## config.mk

```make
export PLATFORM = sky130hd
export DESIGN_NAME = mem_arbiter
export DESIGN_NICKNAME = d
export VERILOG_FILES = /design/src/rtl/mem_arbiter.sv
export SDC_FILE = /design/constraint.sdc
export NUM_CORES = 1
export LEC_CHECK = 0
export ABC_AREA = 1
export CAP_MARGIN = 5
export CORE_ASPECT_RATIO = 1.75
export CORE_MARGIN = 2
export CORE_UTILIZATION = 39
export DETAILED_ROUTE_END_ITERATION = 8
export GPL_ROUTABILITY_DRIVEN = 0
export PLACE_DENSITY_LB_ADDON = 0.12
export SLEW_MARGIN = 20
export SYNTH_ARGS = -nofsm -noshare
export SYNTH_HDL_FRONTEND = slang
export SYNTH_SLANG_ARGS = --single-unit
```

## constraint.sdc

```tcl
create_clock -name clk -period 4.6 [get_ports clk]
set_clock_uncertainty 0.1 [all_clocks]
set_input_delay 1.38 -clock clk [delete_from_list [all_inputs] [get_ports clk]]
set_output_delay 1.38 -clock clk [all_outputs]
set_load 0.1 [all_outputs]
```

## src/rtl/mem_arbiter.sv

```systemverilog
// Two-port memory arbiter: a read-only fetch port and a read/write data port share one
// memory with a fixed read latency. One access in flight, round-robin on ties, registered outputs.
module mem_arbiter #(
  parameter int unsigned ADDR_W   = 8,
  parameter int unsigned DATA_W   = 32,
  parameter int unsigned READ_LAT = 1
) (
  input  logic              clk,
  input  logic              reset,
  input  logic              if_req,
  input  logic [ADDR_W-1:0] if_addr,
  output logic              if_ack,
  output logic [DATA_W-1:0] if_rdata,
  input  logic              d_req,
  input  logic              d_we,
  input  logic [ADDR_W-1:0] d_addr,
  input  logic [DATA_W-1:0] d_wdata,
  output logic              d_ack,
  output logic [DATA_W-1:0] d_rdata,
  output logic [ADDR_W-1:0] mem_addr,
  output logic [ADDR_W-1:0] mem_writeAddr,
  output logic [DATA_W-1:0] mem_writeData,
  output logic              mem_writeEn,
  input  logic [DATA_W-1:0] mem_dataOut
);

  localparam int unsigned CNT_W = 3;

  typedef enum logic [1:0] {
    ST_IDLE,
    ST_ISSUE,
    ST_WAIT,
    ST_DONE
  } state_e;

  state_e              state_q, state_d;
  logic                last_d_q, last_d_d;  // 1: data port was granted most recently
  logic                gnt_d_q, gnt_d_d;    // 1: access in flight belongs to data port
  logic                we_q, we_d;
  logic [CNT_W-1:0]    cnt_q, cnt_d;
  logic [DATA_W-1:0]   if_rdata_q, if_rdata_d;
  logic [DATA_W-1:0]   d_rdata_q, d_rdata_d;
  logic                if_ack_q, if_ack_d;
  logic                d_ack_q, d_ack_d;
  logic [ADDR_W-1:0]   maddr_q, maddr_d;
  logic [ADDR_W-1:0]   waddr_q, waddr_d;
  logic [DATA_W-1:0]   wdata_q, wdata_d;
  logic                wen_q, wen_d;
  logic                pick_d;

  // Next-state and registered-output logic
  always_comb begin
    state_d    = state_q;
    last_d_d   = last_d_q;
    gnt_d_d    = gnt_d_q;
    we_d       = we_q;
    cnt_d      = cnt_q;
    if_rdata_d = if_rdata_q;
    d_rdata_d  = d_rdata_q;
    if_ack_d   = 1'b0;
    d_ack_d    = 1'b0;
    maddr_d    = '0;
    waddr_d    = '0;
    wdata_d    = '0;
    wen_d      = 1'b0;
    // On a tie the port that did not win last time goes first
    pick_d     = d_req & (~if_req | ~last_d_q);

    unique case (state_q)
      ST_IDLE: begin
        if (if_req | d_req) begin
          state_d  = ST_ISSUE;
          gnt_d_d  = pick_d;
          last_d_d = pick_d;
          we_d     = pick_d & d_we;
          maddr_d  = pick_d ? d_addr : if_addr;
          if (pick_d & d_we) begin
            waddr_d = d_addr;
            wdata_d = d_wdata;
            wen_d   = 1'b1;
          end
        end
      end
      ST_ISSUE: begin
        if (we_q) begin
          state_d = ST_DONE;
          d_ack_d = 1'b1;
        end else begin
          state_d = ST_WAIT;
          cnt_d   = CNT_W'(READ_LAT - 1);
          maddr_d = maddr_q;
        end
      end
      ST_WAIT: begin
        if (cnt_q == '0) begin
          state_d = ST_DONE;
          if (gnt_d_q) begin
            d_rdata_d = mem_dataOut;
            d_ack_d   = 1'b1;
          end else begin
            if_rdata_d = mem_dataOut;
            if_ack_d   = 1'b1;
          end
        end else begin
          cnt_d   = cnt_q - CNT_W'(1);
          maddr_d = maddr_q;
        end
      end
      ST_DONE: begin
        state_d = ST_IDLE;
      end
      default: begin
        state_d = ST_IDLE;
      end
    endcase
  end

  always_ff @(posedge clk or posedge reset) begin
    if (reset) begin
      state_q    <= ST_IDLE;
      last_d_q   <= 1'b1;
      gnt_d_q    <= 1'b0;
      we_q       <= 1'b0;
      cnt_q      <= '0;
      if_rdata_q <= '0;
      d_rdata_q  <= '0;
      if_ack_q   <= 1'b0;
      d_ack_q    <= 1'b0;
      maddr_q    <= '0;
      waddr_q    <= '0;
      wdata_q    <= '0;
      wen_q      <= 1'b0;
    end else begin
      state_q    <= state_d;
      last_d_q   <= last_d_d;
      gnt_d_q    <= gnt_d_d;
      we_q       <= we_d;
      cnt_q      <= cnt_d;
      if_rdata_q <= if_rdata_d;
      d_rdata_q  <= d_rdata_d;
      if_ack_q   <= if_ack_d;
      d_ack_q    <= d_ack_d;
      maddr_q    <= maddr_d;
      waddr_q    <= waddr_d;
      wdata_q    <= wdata_d;
      wen_q      <= wen_d;
    end
  end

  assign if_ack        = if_ack_q;
  assign if_rdata      = if_rdata_q;
  assign d_ack         = d_ack_q;
  assign d_rdata       = d_rdata_q;
  assign mem_addr      = maddr_q;
  assign mem_writeAddr = waddr_q;
  assign mem_writeData = wdata_q;
  assign mem_writeEn   = wen_q;

endmodule

```

* After elaboration in Yosys (flattened, before gate mapping)
Index checks and enable logic that the tools add are counted.
Storage, ports and cells: latch bits 0, word-level logic and storage cells 66, ROM bits 0, output and inout bits 115, memories kept 0, bits of input ports 85, flip-flop bits (word level) 123, bits in writable memories 0
Operators by class: muxes and demuxes 28, reductions and logical operators 9, add/subtract/negate cells 1, divide/modulo/power cells 0, equal/unequal tests 8, $mul 0, order comparisons 0, shift operators 0, bitwise gates (word level) 7
Operators with widths (count):
- two-way mux 32 bit | 3
- two-way mux 8 bit | 7
- case mux 8 bit (3 select lines) | 1
- two-way mux 1 bit | 10
- inequality test 2 bit (second input constant) | 5
- AND reduction 3 bit | 3
- case mux 2 bit (4 select lines) | 1
- two-way mux 3 bit | 2
- case mux 3 bit (2 select lines) | 1
- AND reduction 2 bit | 3
- == test 2 bit (second input constant) | 2
- two-way mux 2 bit | 2
- zero test 3 bit | 1
- inverter 1 bit | 3
- subtractor 3 x 1 -> 3 bit (second input constant) | 1
- bitwise AND 1 bit | 2
- == test 2 x 1 -> 1 bit (second input constant) | 1
- zero test 2 bit | 1
- bitwise OR 1 bit | 2
- case mux 1 bit (2 select lines) | 1
- nonzero test 2 bit | 1

* Depth between registers and ports, before layout
Gate-level depths: netlist of the first run.
depth in word-level cells 7, depth in mapped cells 9, mapped depth without buffers 8

* Least setup slack after synthesis of the first run
Ideal clock, no wire load.
kind flip-flop to output port, start register d_rdata_q[0] (netlist: d_rdata[0]), end output d_rdata[0], data arrival time 898 ps, slack 2222 ps, cell stages (with the launch flop) 1, data required time 3120 ps, buffers on the path 0, cell sequence dfrtp_1
RTL lines:
- start: declaration | RTL line 42 | logic [DATA_W-1:0] d_rdata_q, d_rdata_d;
- start signal: assignment | RTL line 140 | d_rdata_q <= d_rdata_d;
- end: declaration | RTL line 19 | output logic [DATA_W-1:0] d_rdata,
No word-level cell between the ends.

* Worst setup path in the final report of the first run
start register d_rdata_q[0] (netlist: d_rdata[0]), end output d_rdata[0]
No word-level cell between the ends.

==> impl_metrics.csv, run 1 <==
group,metric,value,unit
final_layout,syn_to_final_growth,55.2,%
grt,grt_pass1_wl,18900,µm
floorplanning,die_y,152,µm
place,place_hpwl,8270,µm
yosys,synth_ff_type,"dfrtp_1",
floorplanning,core,0.0124,mm²
timing,min_period,3.43,ns
critical_path,arrival,1.95,ns
place,place_area,0.00697,mm²
critical_path,cpMaxStageDelayCell,"clkdlybuf4s50_1",
yosys,synth_largest_area_cell,"dfrtp_1",
yosys,yosysUniqueCellTypes,21,
final_layout,fin_area,0.00759,mm²
floorplanning,ios,200,
critical_path,path_cells,"clkdlybuf4s50_1",
clock_tree,clk_pin_slew,0.05,ns
clock_tree,postCtsHoldBufs,0,
yosys,netlist.area_leader.share,0.624,
final_layout,drive_above_1_share,0.129,
grt,grt_max_degree,124,
critical_path,criticalPathCategory,"flip-flop to primary output",
final_layout,diodes,0,
yosys,ys_warn_count,0,
timing,period_share,0.746,
floorplanning,start_util,0.395,
timing,finalHoldViolations,0,
critical_path,end_kind,"primary output",
drt,drc_errors,0,
drt,dr.first_iter.drc_count,183,
timing,fmax,0.292,GHz
clock_tree,cts_resized,0,
clock_tree,clock_latency,0.40,ns
timing,finalMaxSlewViolations,0,
yosys,syn_nets,574,
final_layout,finalNonFillerCells,868,
clock_tree,ctsHtreeMaxLevel,4,
yosys,synth.area.top_cells,"dfrtp_1, nand2_1, o21ai_2",
min_path,hold_path_class,"flip-flop to flip-flop",
clock_tree,cts_root_buf,"clkbuf_16",
drt,firstDrtPassIters,5,
critical_path,crit_required,3.12,ns
timing,setup_viol,0,
clock_tree,post_cts_buffers,0,
drt,viasPerCell,4.35,
grt,first_global_vias,3906,
yosys,synth-seq-cells,123,
final_layout,nFillCells,1027,
place,dpl.cell_count,836,
clock_tree,cts.sinks,123,
yosys,synth-async-reset-ratio,1.00,
critical_path,cpLargestDelayFamily,"buffers and inverters",
timing,relSlewSlack,0.305,
grt,grt_antenna_before_repair,0,
yosys,ys_seq_area_frac,0.630,
yosys,synth.avg_cell_area,10.1,µm²
place,portBuffers,199,
critical_path,cpPeakStageDelay,1.19,ns
clock_tree,cts.path.max_buffers,2,
critical_path,cp_max_fo,2,
yosys,netlist_area,0.00489,mm²
timing,rsz0062_at_grt,"no",
yosys,synth_edf_count,0,
clock_tree,cts_buffers,17,
floorplanning,rows,54,
drt,ant_nets,0,
drt,via_count,3777,
timing,tns,0,ns
flow_run,cap_violations,0,
critical_path,worst-path-buf-inv,1,
floorplanning,die-width,88.6,µm
clock_tree,cts_tree,"yes",
drt,drt-total-wl,11700,µm
final_layout,nets,777,
critical_path,cp-start-kind,"flip-flop",
drt,wire_per_inst,13.4,µm
floorplanning,dieArea,0.0135,mm²
grt,grt.overflow.total,0,
grt,grt.total_usage,0.181,
yosys,syn_inst,484,
status,outcome,"complete, no violations",
timing,tightest_slew,1.04,ns
-- final timing paths --
check	start	endpoint	slack, ns	cells past startpoint
hold reg to reg	last_d_q	last_d_q	0.38	2
setup reg to reg	state_q[0]	d_rdata[0]	2.20	8
hold / removal	last_d_q	last_d_q	0.38	2
setup / recovery	d_rdata[0]	d_rdata[0]	1.17	1
min in group asynchronous	reset	if_rdata[3]	1.41	3
max in group asynchronous	reset	if_rdata[11]	2.47	3
-- state kept, by name (all words and copies together) (netlist names), 2 cells and up --
name / count
d_rdata: 32
mem_writeData: 32
cnt_q: 3
state_q: 2
mem_addr: 8
mem_writeAddr: 8
if_rdata: 32
-- worst reg2reg max path, cell delays in order, from the launching register on --
cell and delay, ns:
dfrtp_1 0.41, inv_1 0.09, ha_1 0.26, inv_2 0.10
nor2_4 0.05, nand2_2 0.70, buf_4 0.44, nand2_1 0.12
o21ai_2 0.07
-- layer usage --
layer,part of all wire,up-vias,routed length (µm),track usage
li1,-,1867,-,-
met1,0.39,1755,4540,0.205
met2,0.51,142,5930,0.295
met3,0.086,13,1010,0.0842
met4,0.015,0,180,0.0620
met5,0,-,0,0
-- layout make-up --
type	count	area (µm²)	area share
Sequential cell	123	3080	0.406
Inverter	90	342	0.0450
Clock buffer	20	457	0.0602
Timing Repair Buffer	203	2030	0.268
Clock inverter	12	163	0.0214
Multi-Input combinational cell	252	1300	0.172
Tap cell	168	210	0.0277
-- cell families (layout without fill, tap and decap cells) --
group | after synthesis | count (layout) | synth area share
buffers and inverters | 109 | 325 | 0.104
flip-flops | 123 | 123 | 0.630
XOR/XNOR | 1 | 1 | 0.00179
AND/OR/NAND/NOR | 164 | 164 | 0.132
AO/OA/AOI/OAI | 82 | 82 | 0.120
adder cells (fa/ha/maj) | 5 | 5 | 0.0128
-- synthesized netlist by cell type, types with 3 or more instances --
library cell,instances
dfrtp_1,122
nand2_1,112
inv_1,89
o21ai_2,46
nor2_1,42
o21ai_1,18
o21ai_0,16
buf_6,12
ha_1,5
buf_2,4
nand2_2,4
nand3_1,3
-- through the flow --
stage               setup slack (ns)  utilization  hold WS [ns]
finish                          1.17        0.614         0.380
CTS                             1.15        0.614         0.381
global placement                1.58        0.564         0.362
floorplan                       1.61            -         0.344
detailed placement              1.56        0.564         0.367
global route                    1.12        0.614         0.397
-- layout by cell type (no fill, tap or decap), types with 2 or more instances in the layout --
cell type,count
o21ai_0,16
ha_1,5
bufinv_16,3
o21ai_2,46
buf_4,3
inv_6,3
clkbuf_8,2
clkbuf_16,17
o21ai_1,18
nor2_4,2
clkinvlp_4,6
nor2_1,42
dfrtp_1,122
nand2_2,4
clkdlybuf4s50_1,199
nand2_1,112
nand3_1,3
inv_1,88
Power of run 1 is not shown: default switching activity piles up to over one toggle a cycle in this logic, so the estimate is an artifact.
==> run 2, diff against run 1 <==
--- a/config.mk
+++ b/config.mk
@@ -9,7 +9,7 @@
 export CAP_MARGIN = 5
 export CORE_ASPECT_RATIO = 1.75
 export CORE_MARGIN = 2
-export CORE_UTILIZATION = 39
+export CORE_UTILIZATION = 43
 export DETAILED_ROUTE_END_ITERATION = 8
 export GPL_ROUTABILITY_DRIVEN = 0
 export PLACE_DENSITY_LB_ADDON = 0.12
==> constraint.sdc (replaced) <==
create_clock -name clk -period 3.6 [get_ports clk]
set_clock_uncertainty 0.1 [all_clocks]
set_input_delay 1.08 -clock clk [delete_from_list [all_inputs] [get_ports clk]]
set_output_delay 1.08 -clock clk [all_outputs]
set_load 0.1 [all_outputs]
==> impl_metrics.csv, run 2 (synthesized netlist as in run 1, its figures left out) <==
group,metric,value,unit
final_layout,multi_input_area,0.00131,mm²
clock_tree,postCtsHoldBufs,0,
final_layout,nets,778,
timing,min_period,2.47,ns
timing,tns,0,ns
clock_tree,cts_buffers,17,
floorplanning,ios,200,
critical_path,criticalPathCategory,"flip-flop to flip-flop",
final_layout,mostFrequentLayoutCells,"dfrtp_1, buf_4, nand2_1, inv_1, clkdlybuf4s50_1",
clock_tree,cts.path.max_buffers,2,
drt,firstDrtPassIters,4,
flow_run,cap_violations,0,
clock_tree,clock_latency,0.40,ns
drt,wire_per_inst,13.8,µm
timing,setup_viol,0,
drt,drc_errors,0,
clock_tree,cts.sinks,123,
grt,grt.overflow.total,0,
clock_tree,cts_resized,0,
final_layout,seq_area,0.00308,mm²
min_path,holdCritStartpoint,"last_d_q",
drt,dr.first_iter.drc_count,161,
critical_path,arrival,2.63,ns
grt,grt_antenna_before_repair,0,
floorplanning,rows,51,
final_layout,mostFrequentLayoutCell,"dfrtp_1",
grt,grt_max_degree,63,
drt,via_count,3797,
grt,first_global_vias,3943,
floorplanning,die_y,145,µm
timing,fmax,0.405,GHz
min_path,hold_path_class,"flip-flop to flip-flop",
timing,finalHoldViolations,0,
critical_path,ff2ff_path_depth,8,
drt,ant_nets,0,
place,portBuffers,199,
timing,tightest_slew,1.03,ns
clock_tree,clk_pin_slew,0.06,ns
min_path,min_path_cells,2,
grt,grt.total_usage,0.196,
final_layout,drive_above_1_share,0.295,
final_layout,nFillCells,943,
status,outcome,"complete, no violations",
critical_path,crit_required,3.76,ns
final_layout,diodes,0,
clock_tree,post_cts_buffers,0,
grt,grt_pass1_wl,19100,µm
clock_tree,ctsHtreeMaxLevel,4,
critical_path,end_kind,"flip-flop",
floorplanning,die-width,84.6,µm
drt,drt-total-wl,11500,µm
min_path,hold-path-endpoint,"last_d_q",
timing,finalMaxSlewViolations,0,
critical_path,rrSetupSlack,1.13,ns
critical_path,cp-start-kind,"flip-flop",
timing,rsz0062_at_grt,"no",
timing,period_share,0.686,
floorplanning,dieArea,0.0123,mm²
final_layout,syn_to_final_growth,48.9,%
floorplanning,core,0.0111,mm²
floorplanning,start_util,0.440,
timing,relSlewSlack,0.314,
critical_path,regToRegEndpoint,"if_rdata[13]",
drt,viasPerCell,4.56,
clock_tree,cts_tree,"yes",
critical_path,cp_max_fo,47,
place,place_hpwl,8360,µm
critical_path,r2r-start,"state_q[0]",
clock_tree,cts_root_buf,"clkbuf_16",
-- run 2: changes by cell type in the layout (fill, tap and decap cells not counted) --
cell             previous run  this run
buf_12                      1         2
buf_4                       3       118
clkbuf_1                    1         0
clkdlybuf4s50_1           199        84
clkinv_2                    0         2
clkinv_4                    1         3
clkinvlp_4                  6         4
inv_6                       3         2
nand2_2                     4         3
nand2_4                     0         1
-- run 2: how the worst max path moves through the flow --
stage	start	endpoint	cells past startpoint	slack (ns)
floorplan	reset	cnt_q[0]	1	0.91
global placement	if_req	we_q	7	0.86
detailed placement	if_req	we_q	7	0.83
CTS	state_q[0]	d_rdata[0]	8	1.11
global route	state_q[0]	if_rdata[13]	8	0.90
finish	state_q[0]	if_rdata[13]	8	1.13
-- run 2: cell type report --
cell class	instances	area share
Clock buffer	19	0.0622
Clock inverter	13	0.0229
Inverter	90	0.0469
Multi-Input combinational cell	252	0.180
Sequential cell	123	0.423
Tap cell	132	0.0227
Timing Repair Buffer	204	0.243
-- run 2: per-stage QoR --
stage | hold WS (ns) | instances | utilization | area, µm² | worst slack (ns)
floorplan | 0.344 | 484 | - | 4890 | 0.910
global placement | 0.362 | 801 | 0.600 | 6660 | 0.865
detailed placement | 0.363 | 801 | 0.600 | 6660 | 0.834
CTS | 0.371 | 833 | 0.655 | 7280 | 1.11
global route | 0.382 | 833 | 0.656 | 7280 | 0.897
finish | 0.372 | 833 | 0.656 | 7280 | 1.13
-- run 2: layer usage --
| metal | track usage | share of wire |
|---|---|---|
| met5 | 0 | 0 |
| met4 | 0.0849 | 0.030 |
| met1 | 0.222 | 0.37 |
| met2 | 0.322 | 0.51 |
| met3 | 0.0779 | 0.089 |
-- run 2: worst max-delay path, cell delays in order (launching register included) --
cell	delay, ns
dfrtp_1	0.43
inv_1	0.10
ha_1	0.24
inv_2	0.07
nor2_4	0.16
nand2_2	0.57
buf_4	0.47
nand2_1	0.11
o21ai_2	0.05
Power of run 2 is left out for the same reason.
